[config.mk]
export PLATFORM = sky130hd
export DESIGN_NAME = mem_port_arbiter
export DESIGN_NICKNAME = d
export VERILOG_FILES = /design/src/rtl/mem_port_arbiter.sv
export SDC_FILE = /design/constraint.sdc
export NUM_CORES = 1
export LEC_CHECK = 0
export BUFFER_PORTS_ARGS = -buffer_cell sky130_fd_sc_hd__buf_2
export CORE_AREA = 2 2 154 156
export DETAILED_ROUTE_END_ITERATION = 12
export DIE_AREA = 0 0 156 158
export PLACE_DENSITY = 0.66
export SETUP_SLACK_MARGIN = 0.15
export SLEW_MARGIN = 20
export SYNTH_ARGS = -nofsm -noshare
export SYNTH_HDL_FRONTEND = slang
export SYNTH_SLANG_ARGS = --single-unit
[constraint.sdc]
create_clock -name clk -period 2.3 [get_ports clk]
set_input_delay 0.23 -clock clk [delete_from_list [all_inputs] [get_ports clk]]
set_output_delay 0.23 -clock clk [all_outputs]
set_load 0.03 [all_outputs]
[src/rtl/mem_port_arbiter.sv]
// Serialises WB / RF / PF block transactions onto one memory req/ack port.
// Build option MEM_ARB_RR_EN: RF/PF round-robin instead of PF starvation promotion.
module mem_port_arbiter #(
  parameter int ADDR_W     = 32,
  parameter int BLOCK_W    = 64,
  parameter int OFFSET_LEN = 3,
  parameter int PF_STARVE  = 15
) (
  input  logic               clk,
  input  logic               rst_n,
  input  logic               wb_req,
  input  logic [ADDR_W-1:0]  wb_addr,
  input  logic [BLOCK_W-1:0] wb_data,
  output logic               wb_gnt,
  output logic               wb_done,
  input  logic               rf_req,
  input  logic [ADDR_W-1:0]  rf_addr,
  output logic               rf_gnt,
  output logic               rf_done,
  input  logic               pf_req,
  input  logic [ADDR_W-1:0]  pf_addr,
  output logic               pf_gnt,
  output logic               pf_done,
  output logic [BLOCK_W-1:0] rsp_data,
  output logic               mem_req,
  output logic               mem_we,
  output logic [ADDR_W-1:0]  mem_addr,
  output logic [BLOCK_W-1:0] mem_wdata,
  input  logic               mem_ack,
  input  logic [BLOCK_W-1:0] mem_rdata,
  output logic               busy
);

  typedef enum logic [1:0] {S_IDLE = 2'd0, S_ISSUE = 2'd1, S_RESP = 2'd2} state_t;
  typedef enum logic [1:0] {ID_NONE = 2'd0, ID_WB = 2'd1, ID_RF = 2'd2, ID_PF = 2'd3} id_t;

  localparam logic [ADDR_W-1:0] BLK_MASK = {{(ADDR_W-OFFSET_LEN){1'b1}}, {OFFSET_LEN{1'b0}}};

  state_t              r_state, w_next;
  id_t                 r_id, w_win;
  logic                w_squash, w_pf_ok, w_grant, w_ack;
  logic [ADDR_W-1:0]   w_sel_addr;
  logic                r_wb_gnt, r_rf_gnt, r_pf_gnt;
  logic                r_wb_done, r_rf_done, r_pf_done;
  logic                r_mem_req, r_mem_we, r_busy;
  logic [ADDR_W-1:0]   r_mem_addr;
  logic [BLOCK_W-1:0]  r_mem_wdata, r_rsp_data;
`ifdef MEM_ARB_RR_EN
  logic                r_last_pf;
`else
  localparam logic [3:0] STARVE_LIM = 4'(PF_STARVE);
  logic [3:0]          r_starve;
`endif

  // Winner selection; a prefetch to the block being refilled is redundant and never wins.
  always_comb begin
    w_squash = pf_req && rf_req && (((rf_addr ^ pf_addr) & BLK_MASK) == {ADDR_W{1'b0}});
    w_pf_ok  = pf_req && !w_squash;
    w_win    = ID_NONE;
    if (wb_req) begin
      w_win = ID_WB;
    end else if (rf_req && w_pf_ok) begin
`ifdef MEM_ARB_RR_EN
      if (r_last_pf) w_win = ID_RF;
      else           w_win = ID_PF;
`else
      if (r_starve >= STARVE_LIM) w_win = ID_PF;
      else                        w_win = ID_RF;
`endif
    end else if (rf_req) begin
      w_win = ID_RF;
    end else if (w_pf_ok) begin
      w_win = ID_PF;
    end else begin
      w_win = ID_NONE;
    end
  end

  // Address of the selected requester.
  always_comb begin
    w_sel_addr = {ADDR_W{1'b0}};
    case (w_win)
      ID_WB:   w_sel_addr = wb_addr;
      ID_RF:   w_sel_addr = rf_addr;
      ID_PF:   w_sel_addr = pf_addr;
      default: w_sel_addr = {ADDR_W{1'b0}};
    endcase
  end

  // Next-state logic: grants only from IDLE, acks only honoured in ISSUE.
  always_comb begin
    w_next  = r_state;
    w_grant = 1'b0;
    w_ack   = 1'b0;
    case (r_state)
      S_IDLE: begin
        if (w_win != ID_NONE) begin
          w_grant = 1'b1;
          w_next  = S_ISSUE;
        end else begin
          w_next = S_IDLE;
        end
      end
      S_ISSUE: begin
        if (mem_ack) begin
          w_ack  = 1'b1;
          w_next = S_RESP;
        end else begin
          w_next = S_ISSUE;
        end
      end
      S_RESP:  w_next = S_IDLE;
      default: w_next = S_IDLE;
    endcase
  end

  // State, handshake pulses and latched transaction fields.
  always_ff @(posedge clk or negedge rst_n) begin
    if (!rst_n) begin
      r_state     <= S_IDLE;
      r_id        <= ID_NONE;
      r_busy      <= 1'b0;
      r_wb_gnt    <= 1'b0;
      r_rf_gnt    <= 1'b0;
      r_pf_gnt    <= 1'b0;
      r_wb_done   <= 1'b0;
      r_rf_done   <= 1'b0;
      r_pf_done   <= 1'b0;
      r_mem_req   <= 1'b0;
      r_mem_we    <= 1'b0;
      r_mem_addr  <= {ADDR_W{1'b0}};
      r_mem_wdata <= {BLOCK_W{1'b0}};
      r_rsp_data  <= {BLOCK_W{1'b0}};
    end else begin
      r_state   <= w_next;
      r_busy    <= (w_next != S_IDLE);
      r_wb_gnt  <= w_grant && (w_win == ID_WB);
      r_rf_gnt  <= w_grant && (w_win == ID_RF);
      r_pf_gnt  <= w_grant && (w_win == ID_PF);
      r_wb_done <= w_ack && (r_id == ID_WB);
      r_rf_done <= w_ack && (r_id == ID_RF);
      r_pf_done <= w_ack && (r_id == ID_PF);
      if (w_grant) begin
        r_id       <= w_win;
        r_mem_req  <= 1'b1;
        r_mem_we   <= (w_win == ID_WB);
        r_mem_addr <= w_sel_addr & BLK_MASK;
        if (w_win == ID_WB) r_mem_wdata <= wb_data;
      end else if (w_ack) begin
        r_mem_req  <= 1'b0;
        r_rsp_data <= mem_rdata;
      end
    end
  end

`ifdef MEM_ARB_RR_EN
  // Last RF/PF winner; resets to "PF" so RF is preferred first.
  always_ff @(posedge clk or negedge rst_n) begin
    if (!rst_n) begin
      r_last_pf <= 1'b1;
    end else if (w_grant && ((w_win == ID_RF) || (w_win == ID_PF))) begin
      r_last_pf <= (w_win == ID_PF);
    end
  end
`else
  // Saturating count of IDLE cycles in which a pending PF lost arbitration.
  always_ff @(posedge clk or negedge rst_n) begin
    if (!rst_n) begin
      r_starve <= 4'd0;
    end else if (!pf_req || (w_grant && (w_win == ID_PF))) begin
      r_starve <= 4'd0;
    end else if ((r_state == S_IDLE) && (r_starve != 4'hF)) begin
      r_starve <= r_starve + 4'd1;
    end
  end
`endif

  assign wb_gnt    = r_wb_gnt;
  assign rf_gnt    = r_rf_gnt;
  assign pf_gnt    = r_pf_gnt;
  assign wb_done   = r_wb_done;
  assign rf_done   = r_rf_done;
  assign pf_done   = r_pf_done;
  assign rsp_data  = r_rsp_data;
  assign mem_req   = r_mem_req;
  assign mem_we    = r_mem_we;
  assign mem_addr  = r_mem_addr;
  assign mem_wdata = r_mem_wdata;
  assign busy      = r_busy;

endmodule

Word-level counts from Yosys, hierarchy flattened
Index checks and enable logic that the tools add are counted.
Storage, ports and cells
  bits in registers: 174
  input port bits: 230
  output and inout port bits: 169
Operators by class
  add/subtract/negate cells: 1
  order comparisons: 1
  equal/unequal tests: 8
  mux-type cells: 17
  bitwise logic cells: 2
  reduce and logical (&&, ||, !) cells: 22
Operators with widths (count)
  $pmux 32 s3: 1
  $logic_not 32->1: 1
  $xor 32x32->32: 1
  $logic_and 1x1->1: 11
  $mux 2: 5
  $eq 2x2->1 const B: 4
  $mux 1: 8
  $mux 4: 2
  $reduce_bool 2->1: 4
  $eq 2x1->1 const B: 3
  $add 4x1->4 const B: 1
  $ge 4x4->1 const B: 1
  $ne 4x4->1 const B: 1
  $pmux 2 s2: 1
  $reduce_and 2->1: 2
  $logic_not 1->1: 2
  $logic_not 2->1: 1
  $logic_or 1x1->1: 1
  $not 1->1: 1

Logic depth before layout (Yosys ltp)
Gate-level depths: netlist (run 1).
  depth after elaboration: 15
  gate-level depth with buffers: 9
  mapped depth without buffers: 7

Worst setup path before layout (run 1)
No wires, ideal clock.
  path type: reg2reg
  from: register r_state[1]
  to: register r_mem_wdata[29] (netlist: mem_wdata[29])
  library setup time: 0.125 ns
  data arrival time: 1.678 ns
  required time: 2.175 ns
  path slack: 0.498 ns
  cell stages (with the launch flop): 7
  clock period less this slack: 1.802 ns
  cells stage by stage: dfrtp_1 -> nor2_1 -> and2_1 -> clkbuf_1 -> buf_2 -> buf_2 -> mux2_2
On the way
  word-level cells in the longest chain between the ends: 3
RTL lines
  from (decl): line 39  | state_t r_state, w_next;
  from (signal assigned): line 135  | r_state <= w_next;
  $logic_not 2->1: line 95  | case (r_state)
  $mux 1: line 95
  $reduce_and 2->1 (no source line)
  to (signal assigned): line 132  | r_mem_wdata <= {BLOCK_W{1'b0}};
  to (signal assigned): line 148  | if (w_win == ID_WB) r_mem_wdata <= wb_data;
  to (decl): line 47  | logic [BLOCK_W-1:0] r_mem_wdata, r_rsp_data;
No other way between the ends.
A chain may end at the register's enable or synchronous reset.

Final worst setup path (run 1)
  from: register r_starve[0]
  to: register r_mem_addr[14] (netlist: mem_addr[14])
On the way
  word-level cells in the longest chain between the ends: 7
  elaborated cells between the ends (all ways): 11
  classes of those cells: 1 x order compare; 3 x eq/ne; 6 x mux; 1 x reduce/logical
RTL lines
  from (decl): line 52  | logic [3:0] r_starve;
  from (signal assigned): line 173  | r_starve <= r_starve + 4'd1;
  $ge 4x4->1 *: line 67  | if (r_starve >= STARVE_LIM) w_win = ID_PF;
  $mux 1 *: line 67
  $mux 2 *: line 62  | end else if (rf_req && w_pf_ok) begin
  $mux 2 *: line 60  | if (wb_req) begin
  $reduce_bool 2->1: line 97  | if (w_win != ID_NONE) begin
  $mux 1: line 97
  $mux 1: line 95
  to (signal assigned): line 131  | r_mem_addr <= {ADDR_W{1'b0}};
  to (signal assigned): line 147  | r_mem_addr <= w_sel_addr & BLK_MASK;
  to (decl): line 46  | logic [ADDR_W-1:0] r_mem_addr;
Mark *: on every way between the ends. The rest lies on a longest branch, timed or not.

==> flow_summary_export.csv, run 1 <==
group,metric,value,unit
final_layout,fin_cells,1403,
yosys,synth_area,7130,sq um
placement,dp_hpwl,16.3,mm
drt,vias_per_cell,4.68,
final_layout,final_common_cell,"buf_2",
power_and_ir_drop,ir_worst_vdd,0.692,mV
timing,period_needed,1900,ps
timing,slew_viol_final,0,
critical_path,reg2reg_from,"r_starve[0]$_DFFE_PN0P_",
clock_network,h-tree-depth,4,
yosys,synthArstFlopShare,100,%
timing,rsz0062_at_grt,"false",
flow_run,drv_cap,0,
timing,setup_viol,0,
power_and_ir_drop,finalPower,15.6,mW
drt,wl_per_cell,15.9,um
final_layout,drive_above_1_share,46.8,%
clock_network,cts_buffers,17,
grt,grt_pass1_wl,33.3,mm
final_layout,fin_area,10800,sq um
grt,antenna_found_initial,2,
power_and_ir_drop,power_frac_seq,33.7,%
critical_path,crit_start,"r_starve[0]$_DFFE_PN0P_",
yosys,yosysWarnings,0,
min_path,hold_start,"mem_rdata[8]",
timing,slew_headroom,55.3,%
min_path,hold_class,"input port to flop",
critical_path,crit_path_max_fanout,6,
floorplanning,fp-row-count,56,
grt,grt_pass1_vias,6572,
critical_path,critPathCaptureType,"flop",
drt,vias,6570,
yosys,synth_area_per_cell,11.1,sq um
final_layout,fin_nets,1330,
status,outcome,"finished clean",
yosys,synthFlopType,"dfrtp_1",
drt,drc,0,
placement,dp_cells,1307,
placement,port_buffers,386,
yosys,ys_seq_area_share,61.1,%
critical_path,cp-start-kind,"flop",
min_path,hold_path_depth,3,
drt,drt-pass1-iter-count,8,
timing,clock.fmax,526,MHz
power_and_ir_drop,combPwrFrac,47.9,%
yosys,synth_edf_count,0,
floorplanning,dieArea,24600,sq um
power_and_ir_drop,p_sw,7.16,mW
floorplanning,dieWidth,156,um
power_and_ir_drop,p_int,8.47,mW
min_path,min_to,"rsp_data[8]$_DFFE_PN0P_",
timing,hold_violations,0,
critical_path,arrival,2200,ps
clock_network,cts_tree,"done",
timing,hold_ws,17.1,ps
timing,worst_slew_pin_slew,671,ps
placement,placed_cell_area,9550,sq um
timing,post-route-period-util,82.6,%
power_and_ir_drop,power_density,1450,nW/um^2
power_and_ir_drop,p_clk_share,18.4,%
floorplanning,die_h,158,um
yosys,netlist-cell-type-count,32,
drt,wirelength,22.3,mm
power_and_ir_drop,swShare,45.8,%
clock_network,cts.sinks,174,
critical_path,timing.rr.end,"mem_addr[14]$_DFFE_PN0P_",
critical_path,worstRegToRegCells,7,
floorplanning,fp.coreArea,23100,sq um
clock_network,clock_path_buffers,2,
clock_network,clk_latency,430,ps
critical_path,reg2reg_slack,400,ps
drt,drt_iter0_markers,467,
clock_network,cts_root_buf,"clkbuf_16",
grt,grt.overflow.total,0,
critical_path,required,2600,ps
critical_path,crit_type,"flop to flop",
floorplanning,ios,399,
final_layout,final_cell_mix,"buf_2, nand2_1, dfrtp_1, mux2_2, dlygate4sd3_1",
power_and_ir_drop,p_leak,5.54,nW
yosys,ys_ff_latch,174,
final_layout,area_growth,51.1,%
clock_network,clkSlewWorstSetupHoldPaths,80,ps
timing,clock_skew,19.7,ps
placement,gp_congestion,0.883,
yosys,syn_inst,642,
grt,grt_util_all_layers,17.5,%
grt,grt_start_max_net_pins,67,
drt,final_antenna_net_count,0,
floorplanning,initial_core_util,30.9,%
final_layout,fillers,2124,
[power groups by stage]
stage               Combinational (mW)  Sequential, mW  Clock, mW
finish                            7.49            5.27       2.88
global route                      8.01            5.46       3.10
CTS                               7.55            5.28       2.97
detailed placement                7.46            5.31          0
global placement                  7.37            5.25          0
floorplan                         2.09            8.14          0
[cells in the mapped netlist (all sizes together) (4+ instances only)]
master	n	share of area, %
dfrtp	174	61
mux2	64	10
nor2	35	1.8
buf	21	1.7
xnor2	30	3.7
and3	4	0.35
a21oi	33	2.3
a222oi	29	4.1
clkbuf	21	1.1
nand2	195	10
nand4	8	0.70
[per-layer routing]
layer	vias to the layer above	routed length (um)	track usage [%]
li1	3098	-	-
met1	3106	8700	19.3
met2	314	11300	31.2
met3	50	1590	5.01
met4	2	705	8.08
met5	-	13	0
[worst max path at each step]
stage / depth (start not counted) / end
after detailed placement: 9 / mem_addr[28]$_DFFE_PN0P_
after global placement: 9 / mem_addr[18]$_DFFE_PN0P_
after floorplan: 6 / mem_wdata[29]$_DFFE_PN0P_
after CTS: 9 / mem_addr[15]$_DFFE_PN0P_
after global routing: 7 / mem_addr[18]$_DFFE_PN0P_
final: 7 / mem_addr[14]$_DFFE_PN0P_
[logic make-up after synthesis]
| kind of cell | synth area share, % |
|---|---|
| muxes | 10.2 |
| adders and majority gates | 0.175 |
| buffers and inverters | 2.98 |
| xor gates and xnor gates | 3.81 |
| and+or+nand+nor | 14.7 |
| other | 0.0526 |
| AOI/OAI and AO/OA | 7.00 |
| DFF | 61.1 |
[worst max-delay path, cell delays in order, from the launching register on]
cell      delay (ps)
dfrtp_1          390
ha_1             220
and3_1           230
a21oi_2           80
buf_4            190
buf_4            140
a222oi_1         420
a21oi_1          120
[state kept, by name, summed over array words and instances, names as in the netlist]
| name | count |
|---|---|
| mem_wdata | 64 |
| rsp_data | 64 |
| mem_addr | 29 |
| r_starve | 4 |
| r_id | 2 |
| r_state | 2 |
| busy | 1 |
| mem_req | 1 |
| mem_we | 1 |
| pf_done | 1 |
| pf_gnt | 1 |
| rf_done | 1 |
| rf_gnt | 1 |
| wb_done | 1 |
| wb_gnt | 1 |
[area by class of cell]
type	count	area [sq um]	share of cell area, %
timing repair buffer	478	2870	26.7
tap	290	363	3.37
clock inverter	13	131	1.22
inverter	3	11.3	0.105
antenna	1	2.50	0.0232
sequential	174	4350	40.4
clock buffer	19	453	4.20
multi-input combinational	425	2580	24.0
[through the flow]
step | TNS [ps] | worst slack (ps) | utilization (%)
final | 0 | 399 | 46.7
after global routing | 0 | 278 | 46.7
after CTS | 0 | 275 | 46.7
after detailed placement | -3130 | -152 | 41.4
after global placement | -53.5 | -22.4 | 41.4
after floorplan | 0 | 498 | -
[what timing repair did]
action                                 CTS  global route
setup buffers                            0             0
resized for setup                        0             1
endpoints found under the hold margin  111             0
setup endpoints to repair                0             3
hold buffers                            63             0
Power figures use the tool's default switching activity.
==> run 2: changes to the inputs <==
Settings changed: PLACE_DENSITY 0.66 to 0.68.
Clock period 2.3 ns to 1.7 ns, I/O delays scaled along.
==> run 2 against run 1 <==
The flow now finishes with violations (setup timing). Sequential power rose by 39%. Hold slack improved by 22 ps. Core utilization grew 5.8 points. Clock power is 35% higher. Die area unchanged. Non-clock buffer count increased by 90. Register-to-register slack worse by 420 ps. Highest routed layer is now met4.
==> flow_summary_export.csv, run 2 (synthesis results as in run 1) <==
group,metric,value,unit
clock_network,clock_path_buffers,2,
timing,post-route-period-util,106,%
critical_path,required,1980,ps
flow_run,drv_cap,0,
critical_path,critPathMaxStageDelay,370,ps
final_layout,final_cell_mix,"buf_2, nand2_1, dfrtp_1, dlygate4sd3_1, mux2_2",
floorplanning,fp-row-count,56,
drt,wirelength,25.9,mm
critical_path,crit_type,"input port to flop",
status,outcome,"finished with violations",
drt,wl_per_cell,17.3,um
grt,grt.overflow.total,0,
drt,drt_iter0_markers,552,
power_and_ir_drop,power_density,1860,nW/um^2
floorplanning,initial_core_util,30.9,%
critical_path,crit_path_max_fanout,8,
placement,dp_hpwl,16.7,mm
grt,grt_util_all_layers,19.5,%
floorplanning,ios,399,
critical_path,cp_cell_sequence,"buf_8 -> xnor2_2 -> buf_4 -> nand4_1 -> nor4_4 -> a21boi_2 -> buf_4 -> o31a_4 -> clkbuf_16 -> nor2_4 -> a21oi_1",
floorplanning,dieWidth,156,um
power_and_ir_drop,ir_worst_vdd,0.813,mV
drt,drt-pass1-iter-count,8,
clock_network,cts_buffers,17,
critical_path,cp_common_cell,"buf_4",
final_layout,fillers,1975,
clock_network,clk_latency,420,ps
min_path,hold_class,"input port to flop",
grt,grt_pass1_vias,6976,
timing,hold_violations,0,
status,violations,"setup timing",
final_layout,diodes,0,
clock_network,h-tree-depth,4,
floorplanning,dieArea,24600,sq um
timing,period_needed,1810,ps
critical_path,crit_slowest_cell,"nor4_4",
drt,drc,0,
final_layout,final_common_cell,"buf_2",
grt,antenna_found_initial,0,
timing,hold_ws,39.2,ps
drt,vias,7005,
final_layout,drive_above_1_share,49.1,%
critical_path,cp-start-kind,"input port",
placement,port_buffers,386,
critical_path,arrival,2090,ps
drt,vias_per_cell,4.69,
clock_network,cts.sinks,174,
clock_network,cts_tree,"done",
timing,fin_ws,-108,ps
timing,rsz0062_at_grt,"true",
floorplanning,fp.coreArea,23100,sq um
final_layout,fin_nets,1422,
grt,grt_start_max_net_pins,67,
timing,clock.fmax,553,MHz
critical_path,critPathCaptureType,"flop",
final_layout,area_growth,69.8,%
drt,final_antenna_net_count,0,
power_and_ir_drop,p_leak,6.07,nW
grt,grt_pass1_wl,37.4,mm
clock_network,clkSlewWorstSetupHoldPaths,80,ps
clock_network,cts_root_buf,"clkbuf_16",
timing,clock_skew,19.1,ps
placement,gp_congestion,0.816,
timing,slew_viol_final,0,
final_layout,utilization,52.5,%
timing,setup_viol,33,
floorplanning,die_h,158,um
## run 2: changes by cell type in the layout (fill, tap and decap cells not counted), sizes merged, moves of 2 or more
| cell | before | now |
|---|---|---|
| dlygate4sd3 | 63 | 130 |
| clkinvlp | 0 | 2 |
| and2 | 3 | 5 |
| clkbuf | 19 | 23 |
| clkinv | 1 | 6 |
| inv | 15 | 10 |
| buf | 415 | 432 |
## run 2: through the flow
stage                     setup slack [ps]  std cells  area [sq um]  TNS, ps  power (mW)
after CTS                            -45.5       1484         11700     -348        21.9
final                                 -108       1494         12100    -1890        22.6
after global placement                -489       1317          9660   -16990        17.3
after detailed placement              -534       1317          9660   -17790        17.5
after floorplan                       31.4        644          7230        0        14.0
after global routing                  -149       1494         12100    -3550        23.8
## run 2: worst paths after layout
path | startpoint | end | slack (ps) | depth (start not counted)
worst max register to register | r_starve[1]$_DFFE_PN0P_ | mem_addr[4]$_DFFE_PN0P_ | -20 | 6
min in group asynchronous | rst_n | mem_wdata[12]$_DFFE_PN0P_ | 240 | 2
worst max-delay path | pf_addr[28] | mem_addr[4]$_DFFE_PN0P_ | -110 | 11
worst min-delay path | wb_addr[26] | mem_addr[26]$_DFFE_PN0P_ | 40 | 3
max in group asynchronous | rst_n | mem_wdata[19]$_DFFE_PN0P_ | 750 | 3
worst min register to register | mem_we$_DFFE_PN0P_ | mem_we$_DFFE_PN0P_ | 470 | 1
## run 2: report_power, final
group          switching [mW]  internal (mW)  leakage (nW)
combinational            7.35           4.05          3.70
sequential               1.18           6.13          2.09
clock                    1.90           1.98         0.281
## run 2: cell type report
cell class	count	area [sq um]	share of cell area [%]
Multi-Input combinational cell	427	2870	23.7
Clock buffer	17	425	3.51
Clock inverter	15	161	1.33
Sequential cell	174	4350	36.0
Timing Repair Buffer	568	3920	32.4
Tap cell	290	363	3.00
Inverter	3	16.3	0.134
## run 2: timing repair
| action | 4_1_cts | 5_1_grt |
|---|---|---|
| hold buffers | 129 | 1 |
| cloned | 4 | 6 |
| setup endpoints to repair | 38 | 48 |
| buffers inserted | 2 | 3 |
| pin swaps | 18 | 16 |
| endpoints found under the hold margin | 172 | 1 |
| resized for setup | 30 | 57 |
## run 2: critical path: cells and delay by family
kind / cells / cell delay [ps]
buffers and inverters: 4 / 610
XOR/XNOR: 1 / 140
AO/OA/AOI/OAI: 3 / 530
AND/OR/NAND/NOR: 3 / 650
## run 2: routing by layer
| metal | GRT usage (%) | part of all wire (%) | up-vias |
|---|---|---|---|
| met4 | 6.73 | 2.1 | 0 |
| li1 | - | - | 3274 |
| met3 | 4.57 | 5.0 | 41 |
| met1 | 22.8 | 40 | 3428 |
| met5 | 0 | 0 | - |
| met2 | 35.3 | 53 | 262 |
==> run 3: changes to the inputs <==
Settings changed: MAX_ROUTING_LAYER from default to met4.
==> run 3 against run 2 <==
The run still ends with setup timing left. Final cell count unchanged. Die area unchanged. First-iteration DRC count is 8.7% higher. Register-to-register slack improved by 30 ps. Fmax is 0.45% higher. Hold slack worse by 1.2 ps. Critical endpoint is now r_state[0]$_DFF_PN0_. Highest routed layer unchanged.
==> flow_summary_export.csv, run 3 (synthesis results as in run 1) <==
group,metric,value,unit
status,outcome,"finished with violations",
status,violations,"setup timing",
final_layout,fillers,1973,
timing,slew_viol_final,0,
clock_network,cts_buffers,17,
clock_network,cts_tree,"done",
clock_network,cts.sinks,174,
timing,period_needed,1800,ps
timing,hold_violations,0,
power_and_ir_drop,power_density,1870,nW/um^2
clock_network,h-tree-depth,4,
drt,wirelength,26.0,mm
power_and_ir_drop,p_clk_share,17.1,%
critical_path,required,1990,ps
grt,grt_pass1_vias,6976,
critical_path,cp-start-kind,"input port",
placement,gp_congestion,0.828,
grt,grt.overflow.total,0,
power_and_ir_drop,p_sw,10.5,mW
timing,rsz0062_at_grt,"true",
critical_path,critPathCaptureType,"flop",
final_layout,final_cell_mix,"buf_2, nand2_1, dfrtp_1, dlygate4sd3_1, mux2_2",
grt,grt_util_all_layers,20.1,%
placement,port_buffers,386,
final_layout,area_growth,70.3,%
clock_network,cts_root_buf,"clkbuf_16",
drt,vias,7081,
final_layout,diodes,0,
floorplanning,fp.coreArea,23100,sq um
min_path,hold_path_depth,3,
critical_path,crit_path_max_fanout,8,
floorplanning,ios,399,
final_layout,final_common_cell,"buf_2",
power_and_ir_drop,ir_worst_vdd,0.826,mV
power_and_ir_drop,power_frac_seq,32.3,%
critical_path,crit_type,"input port to flop",
floorplanning,die_h,158,um
drt,vias_per_cell,4.74,
power_and_ir_drop,p_int,12.2,mW
critical_path,worstRegToRegCells,6,
drt,drt_iter0_markers,600,
timing,clock.fmax,556,MHz
floorplanning,dieWidth,156,um
critical_path,arrival,2090,ps
power_and_ir_drop,combPwrFrac,50.7,%
timing,fin_ws,-100,ps
floorplanning,initial_core_util,30.9,%
final_layout,fin_nets,1422,
clock_network,clock_path_buffers,2,
power_and_ir_drop,swShare,46.3,%
drt,wl_per_cell,17.4,um
clock_network,clkSlewWorstSetupHoldPaths,80,ps
grt,grt_start_max_net_pins,67,
floorplanning,dieArea,24600,sq um
placement,dp_hpwl,16.7,mm
timing,post-route-period-util,106,%
final_layout,utilization,52.7,%
drt,final_antenna_net_count,0,
timing,hold_ws,38.1,ps
final_layout,drive_above_1_share,49.8,%
drt,drc,0,
drt,drt-pass1-iter-count,12,
grt,grt_pass1_wl,37.3,mm
timing,setup_viol,33,
grt,antenna_found_initial,0,
timing,clock_skew,18.4,ps
clock_network,clk_latency,420,ps
floorplanning,fp-row-count,56,
min_path,hold_class,"input port to flop",
power_and_ir_drop,p_leak,6.07,nW
flow_run,drv_cap,0,
run 3: cell types whose count changed in the layout (fill, tap and decap cells not counted):
cell | before | now
nor2_2 | 14 | 15
nor2_4 | 13 | 14
a21oi_2 | 6 | 12
nor2_1 | 8 | 6
a21oi_1 | 25 | 19
run 3: worst max-delay path, stage by stage:
cell and delay (ps):
buf_8 100, xnor2_2 140, buf_4 140, nand4_1 180, nor4_4 360, a21boi_2 110, buf_4 160, o31a_4 370
clkbuf_16 210, o21bai_1 150
run 3: layout make-up:
| class | count | area (sq um) | area share (%) |
|---|---|---|---|
| sequential | 174 | 4350 | 35.9 |
| timing repair buffer | 568 | 3920 | 32.3 |
| multi-input combinational | 427 | 2900 | 23.9 |
| clock buffer | 17 | 425 | 3.50 |
| tap | 290 | 363 | 2.99 |
| clock inverter | 15 | 161 | 1.33 |
| inverter | 3 | 16.3 | 0.134 |
run 3: layer usage:
metal / routed length (um) / track usage (%) / vias up
met5: 0 / - / -
met4: 533 / 6.60 / 0
met3: 1320 / 4.19 / 44
met2: 13800 / 35.5 / 277
met1: 10400 / 22.8 / 3484
li1: - / - / 3276
run 3: stage by stage:
step           setup TNS [ps]  total power [mW]  cells  cell area [sq um]  setup WS, ps
4_1_cts                  -348              21.9   1484              11700         -45.5
6_report                -1870              22.7   1494              12100          -100
3_3_place_gp           -16990              17.3   1317               9660          -489
5_1_grt                 -3630              23.9   1494              12100          -152
2_1_floorplan               0              14.0    644               7230          31.4
3_5_place_dp           -17790              17.5   1317               9660          -534
run 3: power groups by stage:
stage	Clock [mW]	Sequential, mW	Combinational, mW
after CTS	3.97	7.17	10.8
after global placement	0	7.13	10.2
final	3.88	7.31	11.5
after floorplan	0	11.0	2.98
after detailed placement	0	7.21	10.3
after global routing	4.18	7.55	12.2
run 3: final timing paths:
kind                                    startpoint                         to  slack [ps]
setup / recovery                       pf_addr[28]       r_state[0]$_DFF_PN0_        -100
hold / removal                         wb_addr[26]   mem_addr[26]$_DFFE_PN0P_          40
setup reg to reg           r_starve[1]$_DFFE_PN0P_   mem_addr[25]$_DFFE_PN0P_          10
hold reg to reg                 mem_we$_DFFE_PN0P_         mem_we$_DFFE_PN0P_         470
max in group asynchronous                    rst_n  mem_wdata[19]$_DFFE_PN0P_         750
min in group asynchronous                    rst_n  mem_wdata[12]$_DFFE_PN0P_         240
run 3: timing repair:
item                       4_1_cts  5_1_grt
resized for setup               30       66
pin swaps                       18       18
setup buffers                    2        3
setup endpoints to repair       38       48
hold buffers                   129        1
gates cloned                     4        6
hold endpoints to repair       172        1
